File: src/rtl/fe_dispatch_queue.sv
// ---------------------------------------------------------------------------
// fe_dispatch_queue
//
// Decoupling FIFO between the front end and the back-end dispatch/rename
// stage. Decoded instruction words are accepted from the front end, buffered
// (up to DEPTH_P entries) and presented in order to the dispatch stage.
// A mispredict flush empties the queue in a single cycle.
//
// Optional feature (compile-time macro): FE_QUEUE_BYPASS_EN
//   Defined   : an incoming word arriving at an empty queue is presented on
//               valid_o/data_o in the same cycle. If dispatch takes it in that
//               cycle, it is never written into storage.
//   Undefined : no combinational path from valid_i/data_i to valid_o/data_o;
//               minimum latency through the queue is one cycle.
//
// Parameters
//   DEPTH_P  number of entries (power of two, >= 2)
//   WIDTH_P  bits per entry (width of a decoded instruction word)
//
// Ports
//   clk_i        in   1                   clock, all state updates on posedge
//   reset_i      in   1                   synchronous reset, active low
//   mis_predict  in   1                   flush: drop all entries and this
//                                         cycle's enqueue
//   valid_i      in   1                   front-end word valid
//   data_i       in   WIDTH_P             front-end decoded instruction
//   ready_o      out  1                   queue can accept (to fe ready_i)
//   valid_o      out  1                   head entry valid to dispatch
//   data_o       out  WIDTH_P             head entry
//   ready_i      in   1                   dispatch consumes head this cycle
//   count_o      out  $clog2(DEPTH_P)+1   occupancy, 0..DEPTH_P
//
// Handshake: a transfer happens on a rising edge where valid and ready are
// both high (valid_i/ready_o on the input side, valid_o/ready_i on the output
// side) and mis_predict is low. A producer holding valid high must keep its
// data stable until the transfer. ready_o depends only on registered state,
// never on valid_i or ready_i, so a full queue refuses a new word even in a
// cycle where the head is being consumed.
// ---------------------------------------------------------------------------
module fe_dispatch_queue #(
  parameter int DEPTH_P = 8,
  parameter int WIDTH_P = 64
) (
  input  logic                       clk_i,
  input  logic                       reset_i,
  input  logic                       mis_predict,
  input  logic                       valid_i,
  input  logic [WIDTH_P-1:0]         data_i,
  output logic                       ready_o,
  output logic                       valid_o,
  output logic [WIDTH_P-1:0]         data_o,
  input  logic                       ready_i,
  output logic [$clog2(DEPTH_P):0]   count_o
);

  localparam int AW = $clog2(DEPTH_P);
  localparam int CW = AW + 1;
  localparam logic [CW-1:0] FULL_C = CW'(DEPTH_P);

  // Storage and pointers. Pointers are exactly AW bits wide so they wrap from
  // DEPTH_P-1 back to 0 on their own; the separate count register tells the
  // full and empty cases apart when the pointers are equal.
  logic [WIDTH_P-1:0] mem_q [DEPTH_P];
  logic [AW-1:0]      wr_ptr_q, wr_ptr_d;
  logic [AW-1:0]      rd_ptr_q, rd_ptr_d;
  logic [CW-1:0]      count_q,  count_d;

  logic enq;         // input-side handshake completes
  logic deq;         // output-side handshake completes
  logic bypass_hit;  // incoming word is being shown directly on the output
  logic wr_en;       // word actually written into storage
  logic rd_en;       // head entry actually retired from storage

  // -------------------------------------------------------------------------
  // Handshake and output decode
  // -------------------------------------------------------------------------
  always_comb begin
    ready_o = reset_i & (count_q != FULL_C);
    enq     = valid_i & ready_o & ~mis_predict;

`ifdef FE_QUEUE_BYPASS_EN
    // Empty queue: forward the arriving word combinationally so an idle
    // queue adds no latency.
    bypass_hit = enq & (count_q == '0);
    valid_o    = reset_i & ((count_q != '0) | bypass_hit);
    data_o     = bypass_hit ? data_i : mem_q[rd_ptr_q];
`else
    bypass_hit = 1'b0;
    valid_o    = reset_i & (count_q != '0);
    data_o     = mem_q[rd_ptr_q];
`endif

    deq = valid_o & ready_i & ~mis_predict;

    // A bypassed word that is consumed in the same cycle never touches
    // storage. A bypassed word that is not consumed is written normally.
    // When bypassing, storage is empty so nothing is retired from it.
    wr_en = enq & ~(bypass_hit & ready_i);
    rd_en = deq & ~bypass_hit;

    // Hide the count while reset is held so the consumer sees a clean zero.
    count_o = reset_i ? count_q : '0;
  end

  // -------------------------------------------------------------------------
  // Next-state logic
  // -------------------------------------------------------------------------
  always_comb begin
    wr_ptr_d = wr_ptr_q + AW'(wr_en);
    rd_ptr_d = rd_ptr_q + AW'(rd_en);
    count_d  = count_q + CW'(wr_en) - CW'(rd_en);
    if (mis_predict) begin
      // Flush: everything in flight is wrong-path. enq/deq are already
      // suppressed, so nothing is written or retired this cycle.
      wr_ptr_d = '0;
      rd_ptr_d = '0;
      count_d  = '0;
    end
  end

  // -------------------------------------------------------------------------
  // State registers (reset has priority over the flush)
  // -------------------------------------------------------------------------
  always_ff @(posedge clk_i) begin
    if (!reset_i) begin
      wr_ptr_q <= '0;
      rd_ptr_q <= '0;
      count_q  <= '0;
    end else begin
      wr_ptr_q <= wr_ptr_d;
      rd_ptr_q <= rd_ptr_d;
      count_q  <= count_d;
    end
  end

  // Payload storage is never reset; occupancy alone decides what is valid.
  // The payload (including any branch speculation fields) is opaque here.
  always_ff @(posedge clk_i) begin
    if (wr_en) begin
      mem_q[wr_ptr_q] <= data_i;
    end
  end

  // -------------------------------------------------------------------------
  // Simulation checks on internal consistency
  // -------------------------------------------------------------------------
  always @(posedge clk_i) begin
    if (reset_i) begin
      assert (!(wr_en && (count_q == FULL_C)));
      assert (!(rd_en && (count_q == '0)));
      assert (count_q <= FULL_C);
      // Low bits of the count equal the pointer distance; the extra bit
      // distinguishes full from empty when the pointers coincide.
      assert (count_q[AW-1:0] == AW'(wr_ptr_q - rd_ptr_q));
    end
  end

endmodule

File: config.mk
export PLATFORM = sky130hd
export DESIGN_NAME = fe_dispatch_queue
export DESIGN_NICKNAME = d
export VERILOG_FILES = /design/src/rtl/fe_dispatch_queue.sv
export SDC_FILE = /design/constraint.sdc
export NUM_CORES = 1
export LEC_CHECK = 0
export ABC_AREA = 1
export CELL_PAD_IN_SITES_DETAIL_PLACEMENT = 1
export CELL_PAD_IN_SITES_GLOBAL_PLACEMENT = 1
export CORE_ASPECT_RATIO = 2
export CORE_MARGIN = 2
export CORE_UTILIZATION = 45
export CTS_BUF_LIST = sky130_fd_sc_hd__clkbuf_8
export DETAILED_ROUTE_END_ITERATION = 16
export GPL_TIMING_DRIVEN = 0
export PLACE_DENSITY_LB_ADDON = 0.08
export SLEW_MARGIN = 20
export SYNTH_ARGS = -nofsm -noshare
export SYNTH_HDL_FRONTEND = slang
export SYNTH_SLANG_ARGS = --single-unit
File: constraint.sdc
create_clock -name clk_i -period 9.4 [get_ports clk_i]
set_clock_uncertainty 0.15 [all_clocks]
set_input_delay 1.88 -clock clk_i [delete_from_list [all_inputs] [get_ports clk_i]]
set_output_delay 1.88 -clock clk_i [all_outputs]
set_load 0.02 [all_outputs]
# Word-level counts from Yosys, hierarchy flattened
# Memory sizes are Yosys's and may differ from the RTL's. A register that Yosys moved wholly into a read port is not among the register bits.
# Cells that the tools add are included.
# word_totals
ram_bits	512
memories	1
inputBits	69
reg_bits	10
elab_cells	23
out_inout_bits	70
# classes
muxes	4
eq_ne	1
bitwise_logic	8
n_reduce_logical	2
n_addsub	4
# memory_table
memory	words	word_bits	rd	rd_ports_with_merged_regs	wr	line	source
mem_q	8	64	1	1	1	63	logic [WIDTH_P-1:0] mem_q [DEPTH_P];
# op_table
operator	count
$add A3 B1 Y3	2
$and A1 B1 Y1	6
$add A4 B1 Y4	1
$mux W4	1
$ne A4 B4 Y1 const B	1
$reduce_bool A4 Y1	1
$sub A4 B1 Y4	1
$mux W3	1
$mux W1	2
$not A1 Y1	2
$reduce_or A2 Y1	1

# Longest topological paths before layout
# logic_depth
word_depth	6
mapped_depth	12
mapped_depth_nobuf	12

# Worst setup path before layout
# OpenSTA, ideal clock, no wires.
# synth_path
kind	input port to flip-flop
startpoint	input reset_i
endpoint	memory mem_q[6][0] (enable)
setup_ns	0.565
stages	4
path_slack_ns	2.075
t_required_ns	8.685
arrival_ns	6.610
path_cell_list	inv_1 > nor2_4 > nand3_2 > nor3_1
# synth_via
elab_chain_cells	5
# synth_rtl
item	line	source
start: declaration	45	input logic reset_i,
$and A1 B1 Y1	78	ready_o = reset_i & (count_q != FULL_C);
$and A1 B1 Y1 (2 in a row)	79	enq = valid_i & ready_o & ~mis_predict;
$mux W1	139	if (wr_en) begin
$mux W1 (not written as such)	140	mem_q[wr_ptr_q] <= data_i;
end: declaration	63	
# No other way between the ends.

# Worst setup path after layout
# layout_path
startpoint	input reset_i
endpoint	output ready_o
# layout_via
elab_chain_cells	1
# layout_rtl
item	line	source
$and A1 B1 Y1	78	
end: declaration	49	output logic ready_o,
# No other way between the ends.

==> run summary <==
result of the run - complete, no violations
routed vias/inst - 5.01
# clock sinks - 522
cell at the root of the clock tree - clkbuf_8
period utilisation layout - 56.7%
Yosys warning count - 0
largest stage delay on the critical path - 0.62 ns
Worst EP required - 7.37 ns
wire length per cell after detailed routing - 20.0 µm
detailed-placement wirelength estimate - 47400 µm
final-report setup violation count - 0
Distinct cells, synth - 23
setup slack of the critical path after layout - 4.07 ns
clock transition at the registers of the reported paths - 0.06 ns
Peak VDD IR - 113 µV
Hold Crit Class - reg -> reg
Yosys reg bits - 522
max-cap violations - 0
maximum frequency from static timing analysis - 188 MHz
TritonRoute pass-1 iters - 5
maximum buffer depth of the clock tree - 3
CP arrival - 3.30 ns
critical path launch point type - primary input
fraction of the yosys area taken by sequential cells - 67.9%
setup fix buffers added after clock tree synthesis - 0
Congestion Overflow GR - 0
primary flip-flop cell chosen by synthesis mapping - edfxtp_1
Core Footprint - 50700 µm²
floorplan die width - 164 µm
worst setup slack after placement - 4.08 ns
post-layout instance area - 27100 µm²
critical path's top delay family - buffers and inverters
leakage power summed over all cells - 12.4 nW
Hold Buf Count CTS - 0
number of nets produced by synthesis - 2382
mean instance size in the synthesized netlist - 9.96 µm²
CTS tree - yes
total global routing track utilization - 25.6%
gpl congestion - 0.752
fraction of final layout cells with drive strength greater than 1 - 9.77%
placed inst area - 25800 µm²
die area - 52900 µm²
overall via count from detail_route - 16500
Die Ht - 323 µm
count of flip-flops with a built-in enable after synthesis - 512
pin count of the biggest net entering global routing - 11
Fillers - 5759
Slew headroom - 44.6%
number of levels in the clock H-tree - 3
wire length of the first global-routing pass - 101000 µm
number of buffers created by CTS - 75
vias in the first global route - 18300
count of unresolved DRC violations after routing - 0
synthesized cell area - 22900 µm²
category of the worst setup path capture point - output pin
DR iter-0 viols - 838
Final Hold Violating Endpoints - 0
library cell appearing most often on the critical path - clkdlybuf4s50_1
number of standard cells after synthesis - 2302
cell-by-cell listing of the critical path - clkdlybuf4s50_1 -> inv_1 -> a21oi_1 -> clkdlybuf4s50_1
most common library cell in the layout ignoring fill and taps - nand2_1
area growth from synthesis to final layout - 18.2%
pins over their slew limit - 0
Routed WL - 66000 µm
Pwr Density - 161 nW/µm²
Buffers & Inverters on Critical Path - 3
source-to-sink clock delay at the later pin of the worst-skew pair - 0.64 ns
antenna violations before repair - 3
register-to-register setup slack - 6.21 ns
effective utilization at floorplan - 45.3%
pin slew with the least headroom to its limit - 0.826 ns
# IOs - 139
Critical Setup Path Class - in -> out
library cell contributing the largest single delay on the critical path - clkdlybuf4s50_1
unrepaired setup endpoints after global routing - false
NumNets Final - 2673
Period minus WS final - 5.33 ns
Detail Route Antenna Nets - 0
number of gates resized after cts - 0
Port Buffers - 138
worst-path maximum fanout - 5
most frequent cells in the layout - nand2_1, inv_1, edfxtp_1
placement row count - 117
asr flop ratio synth - 0%
area by class of cell:
class	instances	area [µm²]	share of cell area, %
well taps	654	818	3.02
plain buffers	98	573	2.11
clock buffers	81	1110	4.11
inverters	538	2020	7.46
clock inverters	44	193	0.711
flip-flops and latches	522	15600	57.5
repair buffers	214	2000	7.38
multi-input cells	1144	4800	17.7
diodes	1	2.50	0.00923
synthesized netlist by cell type (2+ instances only):
master / instances / area [µm²]
a21oi_1: 3 / 15.0
buf_1: 8 / 30.0
buf_2: 59 / 295
buf_4: 19 / 143
buf_6: 8 / 90.1
clkbuf_1: 4 / 15.0
dfxtp_1: 10 / 200
edfxtp_1: 512 / 15400
ha_1: 10 / 125
inv_1: 536 / 2010
nand2_1: 845 / 3170
nand3_1: 257 / 1290
nor2_1: 13 / 48.8
nor3_1: 8 / 40.0
xnor2_1: 2 / 17.5
final timing paths:
check	startpoint	endpoint	cells past startpoint
worst min-delay path	wr_ptr_q[2]	wr_ptr_q[2]	2
worst max register to register	count_q[2]	mem_q[1][28]	10
worst min register to register	wr_ptr_q[2]	wr_ptr_q[2]	2
worst max-delay path	reset_i	ready_o	4
tightest hold or removal path, cell delays in order (launching register included):
cell and delay [ns]:
dfxtp_1 0.35, xnor2_1 0.16, nor2_1 0.04
cell families after synthesis:
group | count (synthesis) | synth area share [%]
xor+xnor | 2 | 0.0764
simple gates | 1127 | 20.0
compound gates | 4 | 0.0872
fa+ha+maj | 11 | 0.633
buf+inv | 636 | 11.3
flops | 522 | 67.9
stage by stage:
step	total power [mW]	hold slack [ns]	cells	utilization, %	TNS [ns]
6_report	4.35	0.441	3296	53.5	0
5_1_grt	4.49	0.474	3296	53.5	0
4_1_cts	4.40	0.440	3295	53.5	0
3_5_place_dp	2.75	0.427	3170	50.9	0
3_3_place_gp	2.75	0.395	3094	49.6	-1743.42
2_1_floorplan	2.66	0.368	2302	-	0
sequential cells by signal, summed over array words and instances (netlist names):
register and count:
count_q 4, mem_q 512, rd_ptr_q 3, wr_ptr_q 3
layer usage:
layer	up-vias	global-route usage, %	share of wire, %
li1	7718	-	-
met1	8230	26.2	36
met4	4	9.75	3.4
met2	395	50.3	56
met3	159	4.53	4.5
met5	-	0	0.039
where the power goes:
group	switching (mW)	internal [mW]
Sequential	0.00282	2.56
Clock	0.842	0.811
Combinational	0.0802	0.0545
Note: power is estimated with default switching activity, not from simulation.
